[src/rtl/types_pkg.sv]
// Shared types for the fetch front end: FSM encoding, NOP filler word and the
// {instruction, pc} record carried through the fetch buffer.
package types_pkg;

  typedef logic [31:0] data_bus;

  typedef enum logic [1:0] {
    IDLE = 2'd0,
    REQ  = 2'd1,
    WAIT = 2'd2
  } fetch_state;

  localparam logic [31:0] NOP_INSTR = 32'h0000_0013;

  typedef struct packed {
    data_bus     instr;
    logic [31:0] pc;
  } fetch_entry;

endpackage

[src/rtl/fetch_fifo.sv]
// DEPTH-entry buffer of fetched {instr, pc}; a push is readable one cycle later.
// Flush empties it and cancels same-cycle push/pop; pushing while full is dropped.
module fetch_fifo
  import types_pkg::*;
#(
  parameter int DEPTH = 2
) (
  input  logic                   clk,
  input  logic                   rst,
  input  logic                   push,
  input  logic                   pop,
  input  logic                   flush,
  input  fetch_entry             wdata,
  output fetch_entry             rdata,
  output logic [$clog2(DEPTH):0] count,
  output logic                   empty,
  output logic                   full
);

  localparam int AW = $clog2(DEPTH);

  fetch_entry    mem [DEPTH];
  logic [AW-1:0] wr_ptr;
  logic [AW-1:0] rd_ptr;
  logic          do_push;
  logic          do_pop;

  assign empty   = (count == '0);
  assign full    = (count == (AW+1)'(DEPTH));
  assign do_push = push && !flush && !full;
  assign do_pop  = pop && !flush && !empty;
  assign rdata   = mem[rd_ptr];

  always_ff @(posedge clk) begin
    if (do_push) begin
      mem[wr_ptr] <= wdata;
    end
  end

  always_ff @(posedge clk or posedge rst) begin
    if (rst) begin
      wr_ptr <= '0;
      rd_ptr <= '0;
      count  <= '0;
    end else if (flush) begin
      wr_ptr <= '0;
      rd_ptr <= '0;
      count  <= '0;
    end else begin
      if (do_push) begin
        wr_ptr <= wr_ptr + 1'b1;
      end
      if (do_pop) begin
        rd_ptr <= rd_ptr + 1'b1;
      end
      case ({do_push, do_pop})
        2'b10:   count <= count + 1'b1;
        2'b01:   count <= count - 1'b1;
        default: count <= count;
      endcase
    end
  end

  // The fetch FSM only issues when a slot is reserved, so this never fires.
  assert property (@(posedge clk) disable iff (rst) !(push && full && !flush));

endmodule

[src/rtl/instr_fetch_unit.sv]
// Fetch PC + one-outstanding imem read FSM feeding a small instruction buffer.
// Word visible to decode one cycle after rvalid; stops issuing when buffer slots run out.
module instr_fetch_unit
  import types_pkg::*;
#(
  parameter logic [31:0] RESET_PC = 32'h0000_0000,
  parameter int          DEPTH    = 2
) (
  input  logic        clk,
  input  logic        rst,
  output logic        imem_req,
  output logic [31:0] imem_addr,
  input  logic        imem_ack,
  input  logic        imem_rvalid,
  input  logic [31:0] imem_rdata,
  input  logic        redirect,
  input  logic [31:0] redirect_pc,
  output logic        instr_valid,
  output logic [31:0] instr,
  output logic [31:0] instr_pc,
  input  logic        instr_ready
);

  localparam int CW = $clog2(DEPTH) + 1;

  fetch_state    state;
  fetch_state    state_nxt;
  logic [31:0]   fetch_pc;
  logic [31:0]   fetch_pc_nxt;
  logic [31:0]   req_addr;
  logic [31:0]   pending_pc;
  logic          stale;
  logic          stale_nxt;
  logic          outstanding;
  logic          can_issue;
  logic          push;
  logic          pop;
  logic [CW-1:0] count;
  logic [CW-1:0] count_after;
  logic          empty;
  logic          full;
  fetch_entry    head;
  fetch_entry    wentry;

  assign outstanding = (state != IDLE) && !stale;
  assign can_issue   = !full && ((int'(count) + int'(outstanding)) < DEPTH);
  assign push        = (state == WAIT) && imem_rvalid && !stale && !redirect;
  assign pop         = instr_valid && instr_ready && !redirect;
  assign count_after = count + CW'(push) - CW'(pop);

  always_comb begin
    state_nxt    = state;
    fetch_pc_nxt = fetch_pc;
    stale_nxt    = stale;
    case (state)
      IDLE: begin
        if (!redirect && can_issue) begin
          state_nxt = REQ;
        end
      end
      REQ: begin
        if (imem_ack) begin
          state_nxt = WAIT;
          if (!stale) begin
            fetch_pc_nxt = fetch_pc + 32'd4;
          end
        end
      end
      WAIT: begin
        if (imem_rvalid) begin
          stale_nxt = 1'b0;
          // A same-cycle redirect flushes the buffer, so there is always room.
          state_nxt = (redirect || (count_after < CW'(DEPTH))) ? REQ : IDLE;
        end
      end
      default: state_nxt = IDLE;
    endcase
    if (redirect) begin
      fetch_pc_nxt = {redirect_pc[31:2], 2'b00};
      // A response consumed this very cycle is already dropped; only mark later ones.
      if ((state == REQ) || ((state == WAIT) && !imem_rvalid)) begin
        stale_nxt = 1'b1;
      end
    end
  end

  always_ff @(posedge clk or posedge rst) begin
    if (rst) begin
      state      <= IDLE;
      fetch_pc   <= RESET_PC;
      req_addr   <= RESET_PC;
      pending_pc <= '0;
      stale      <= 1'b0;
    end else begin
      state    <= state_nxt;
      fetch_pc <= fetch_pc_nxt;
      stale    <= stale_nxt;
      if ((state == REQ) && imem_ack) begin
        pending_pc <= fetch_pc;
      end
      // Latch the address on REQ entry so a redirect cannot move a held request.
      if ((state_nxt == REQ) && (state != REQ)) begin
        req_addr <= fetch_pc_nxt;
      end
    end
  end

  assign imem_req  = (state == REQ);
  assign imem_addr = (state == REQ) ? req_addr : fetch_pc;

  assign wentry = '{instr: imem_rdata, pc: pending_pc};

  fetch_fifo #(
    .DEPTH (DEPTH)
  ) u_fifo (
    .clk   (clk),
    .rst   (rst),
    .push  (push),
    .pop   (pop),
    .flush (redirect),
    .wdata (wentry),
    .rdata (head),
    .count (count),
    .empty (empty),
    .full  (full)
  );

  assign instr_valid = !empty;
  assign instr       = empty ? NOP_INSTR : head.instr;
  assign instr_pc    = empty ? 32'h0 : head.pc;

endmodule

[config.mk]
export PLATFORM = sky130hd
export DESIGN_NAME = instr_fetch_unit
export DESIGN_NICKNAME = d
export VERILOG_FILES = /design/src/rtl/types_pkg.sv /design/src/rtl/fetch_fifo.sv /design/src/rtl/instr_fetch_unit.sv
export SDC_FILE = /design/constraint.sdc
export NUM_CORES = 1
export LEC_CHECK = 0
export CAP_MARGIN = 20
export CORE_MARGIN = 5
export CORE_UTILIZATION = 57
export CTS_CLUSTER_SIZE = 30
export DETAILED_ROUTE_END_ITERATION = 10
export PLACE_DENSITY = 0.85
export SLEW_MARGIN = 40
export SYNTH_ARGS = -nofsm -noshare
export SYNTH_HDL_FRONTEND = slang
export SYNTH_SLANG_ARGS = --single-unit
[constraint.sdc]
create_clock -name clk -period 17.35 [get_ports clk]
set_input_delay 1.735 -clock clk [delete_from_list [all_inputs] [get_ports clk]]
set_output_delay 1.735 -clock clk [all_outputs]
set_load 0.03 [all_outputs]
==> out/metrics.csv <==
metric,value,unit
maxSlewViolCount,0,
ys_ff_latch,231,
async_flop_share,0.446,
relSlewSlack,0.460,
die_h,142,microns
ys.flop_type,edfxtp_1,
drtPass1Iterations,5,
via_count,6529,
syn_nets,827,
io_pins,168,
critPathRequiredTime,17.72,ns
critPathKind,primary input to flip-flop,
seq_area_frac_synth,0.649,
initial_core_util,0.576,
fmax,211,MHz
switching_share,0.312,
min_path_type,flip-flop to flip-flop,
gr-usage-all-layers,0.214,
whs_path_depth,0,
ir_drop,0.000111,V
p_per_area,142,nW/um^2
clock-sinks,231,
post-route-drc-count,0,
grt_overflow,0,
clockPowerShare,0.275,
worst_setup_path_start_kind,primary input,
place_hpwl,13900,microns
seqPwrFrac,0.421,
crit_fanout,65,
path_clk_slew,0.06,ns
p_int,0.00123,W
hold_end,u_fifo.mem[1][23],
ctsHoldBuffers,0,
placedCellCount,1115,
drt-vias-per-instance,5.65,
holdWs,0.465,ns
n_antenna_cell,0,
nets,987,
grt_max_degree,66,
place.gp.congestion,0.859,
status,"complete, no violations",
synth_area,9890,sq um
power,0.00179,W
setup_violations,0,
reg2reg_depth,11,
portBuffers,165,
die_area,20100,sq um
rows,48,
final.period_utilization,0.273,
synth.distinct_cells,50,
synth_warnings,0,
cp-end-kind,flip-flop,
post-cts-setup-buffers,0,
power_frac_comb,0.304,
r2r_end,req_addr[2],
worst_pin_slew,0.810,ns
syn_avg_cell_area,13.1,sq um
crit_arrival,5.11,ns
cts_buffers,23,
cts-root-buf,clkbuf_16,
grt_pass1_wl,34600,microns
hold_viol_final,0,
drive_gt1_frac,0.146,
grt_setup_unrepaired,false,
routed_wl,21300,microns
drv_cap,0,
finalClockSkew,0.0164,ns
fp.coreArea,17200,sq um
worstSkewPairLatency,0.50,ns
cts_resized,0,
drt_iter0_drc,498,
syn2layout_area_growth,27.2,%
htree_num_levels,1,
r2r_slack,13.28,ns
tritoncts,done,
wl_per_cell,18.4,microns
postRouteAntennaNets,0,
r2r_start,u_fifo.count[1],
min_period,4.74,ns
final-instance-count-excl-fill,1156,
hold_start,pending_pc[23],
p_sw,0.000560,W
tns,0,ns
grt_pass1_vias,6638,
fp.dieW,142,microns
antenna_found_initial,1,
p_leak,4.58,nW
cts.path.max_buffers,3,
synthCells,755,
synth-edff-count,128,
## Yosys cell counts (6+ instances only)
library cell    n  share of area
clkbuf_1       32          0.012
xnor2_1        13          0.012
nand3_1        20          0.010
buf_1           7         0.0027
mux2i_1        66          0.067
nor2_1         84          0.032
nor3_1         19         0.0096
dfrtp_1       103           0.26
a21oi_1        11         0.0056
o21ai_0        31          0.016
a31oi_1         9         0.0057
nand2_1        47          0.018
o22ai_1         6         0.0038
xor2_1          7         0.0062
mux2_2         71          0.081
nand4_1        10         0.0063
edfxtp_1      128           0.39
inv_1          23         0.0087
## power by group through the flow
stage | Clock, W | Sequential [W] | Combinational [W]
2_1_floorplan | 0 | 0.000734 | 0.000375
3_3_place_gp | 0 | 0.000760 | 0.000524
3_5_place_dp | 0 | 0.000762 | 0.000541
4_1_cts | 0.000502 | 0.000753 | 0.000548
5_1_grt | 0.000527 | 0.000764 | 0.000581
6_report | 0.000493 | 0.000754 | 0.000544
## sequential cells by signal, indices dropped and copies added, names as in the netlist
signal,cells
pending_pc,32
u_fifo.mem,128
state,2
u_fifo.wr_ptr,1
stale,1
u_fifo.count,2
u_fifo.rd_ptr,1
req_addr,32
fetch_pc,32
## final cells by class
type	instances	area [sq um]
flip-flops and latches	231	6420
clock buffers	29	649
clock inverters	12	121
well taps	225	282
fillers	1144	4600
inverters	23	88.8
repair buffers	179	1780
multi-input cells	457	3230
## worst max-delay path, stage by stage
cell      delay [ns]
buf_2           0.07
buf_4           0.52
clkinv_1        0.82
a21oi_2         0.74
or2_2           0.76
mux2_2          0.42
## cell usage in the layout, fill, tap and decap left out, types with 3 or more instances in the layout
cell             count
mux2_2              71
clkbuf_8             3
nand3_1             20
xnor2_1             13
o22ai_1              6
nand2_1             47
o221ai_1             4
clkinv_2             5
or4_1                3
nand3b_1             5
and3_1               4
nand4_1             10
clkdlybuf4s50_1    164
nor2b_1              4
a21oi_1             10
a41o_1               3
nor2_1              83
dfrtp_1            102
buf_4               12
o21ai_0             31
nand2b_1             4
clkbuf_16           24
nor3_1              18
or3_1                4
edfxtp_1           128
mux2i_1             66
xor2_1               7
nor4_1               4
inv_1               21
a31oi_1              9
## through the flow
stage | util | setup slack [ns] | instance area, sq um
detailed placement | 0.686 | 12.23 | 11800
global route | 0.732 | 12.42 | 12600
CTS | 0.731 | 12.72 | 12600
finish | 0.732 | 12.61 | 12600
global placement | 0.684 | 12.27 | 11800
floorplan | - | 9.53 | 9890
## kinds of logic (layout without fill, tap and decap cells)
| group | after synthesis | count (layout) | synth area share |
|---|---|---|---|
| flip-flops | 231 | 231 | 0.649 |
| AND/OR/NAND/NOR | 220 | 220 | 0.106 |
| multiplexers | 138 | 138 | 0.149 |
| AO/OA/AOI/OAI | 77 | 77 | 0.0485 |
| buffers and inverters | 67 | 243 | 0.0267 |
| XOR/XNOR | 20 | 20 | 0.0177 |
| adder cells (fa/ha/maj) | 2 | 2 | 0.00253 |
## routing by layer
layer | track usage | share of wire | up-vias
met5 | 0 | 0.00038 | -
met3 | 0.0351 | 0.063 | 30
met2 | 0.360 | 0.49 | 237
met1 | 0.292 | 0.43 | 3188
met4 | 0.0561 | 0.015 | 2
li1 | - | - | 3072
## worst max-delay path by stage
stage / start / to / depth (start not counted)
2_1_floorplan: redirect / u_fifo.mem[1][0] / 5
3_3_place_gp: redirect / req_addr[1] / 6
3_5_place_dp: redirect / req_addr[20] / 6
4_1_cts: redirect / req_addr[2] / 6
5_1_grt: redirect / req_addr[8] / 6
6_report: redirect / req_addr[2] / 6
No activity file was read; power rests on OpenSTA's default activity.
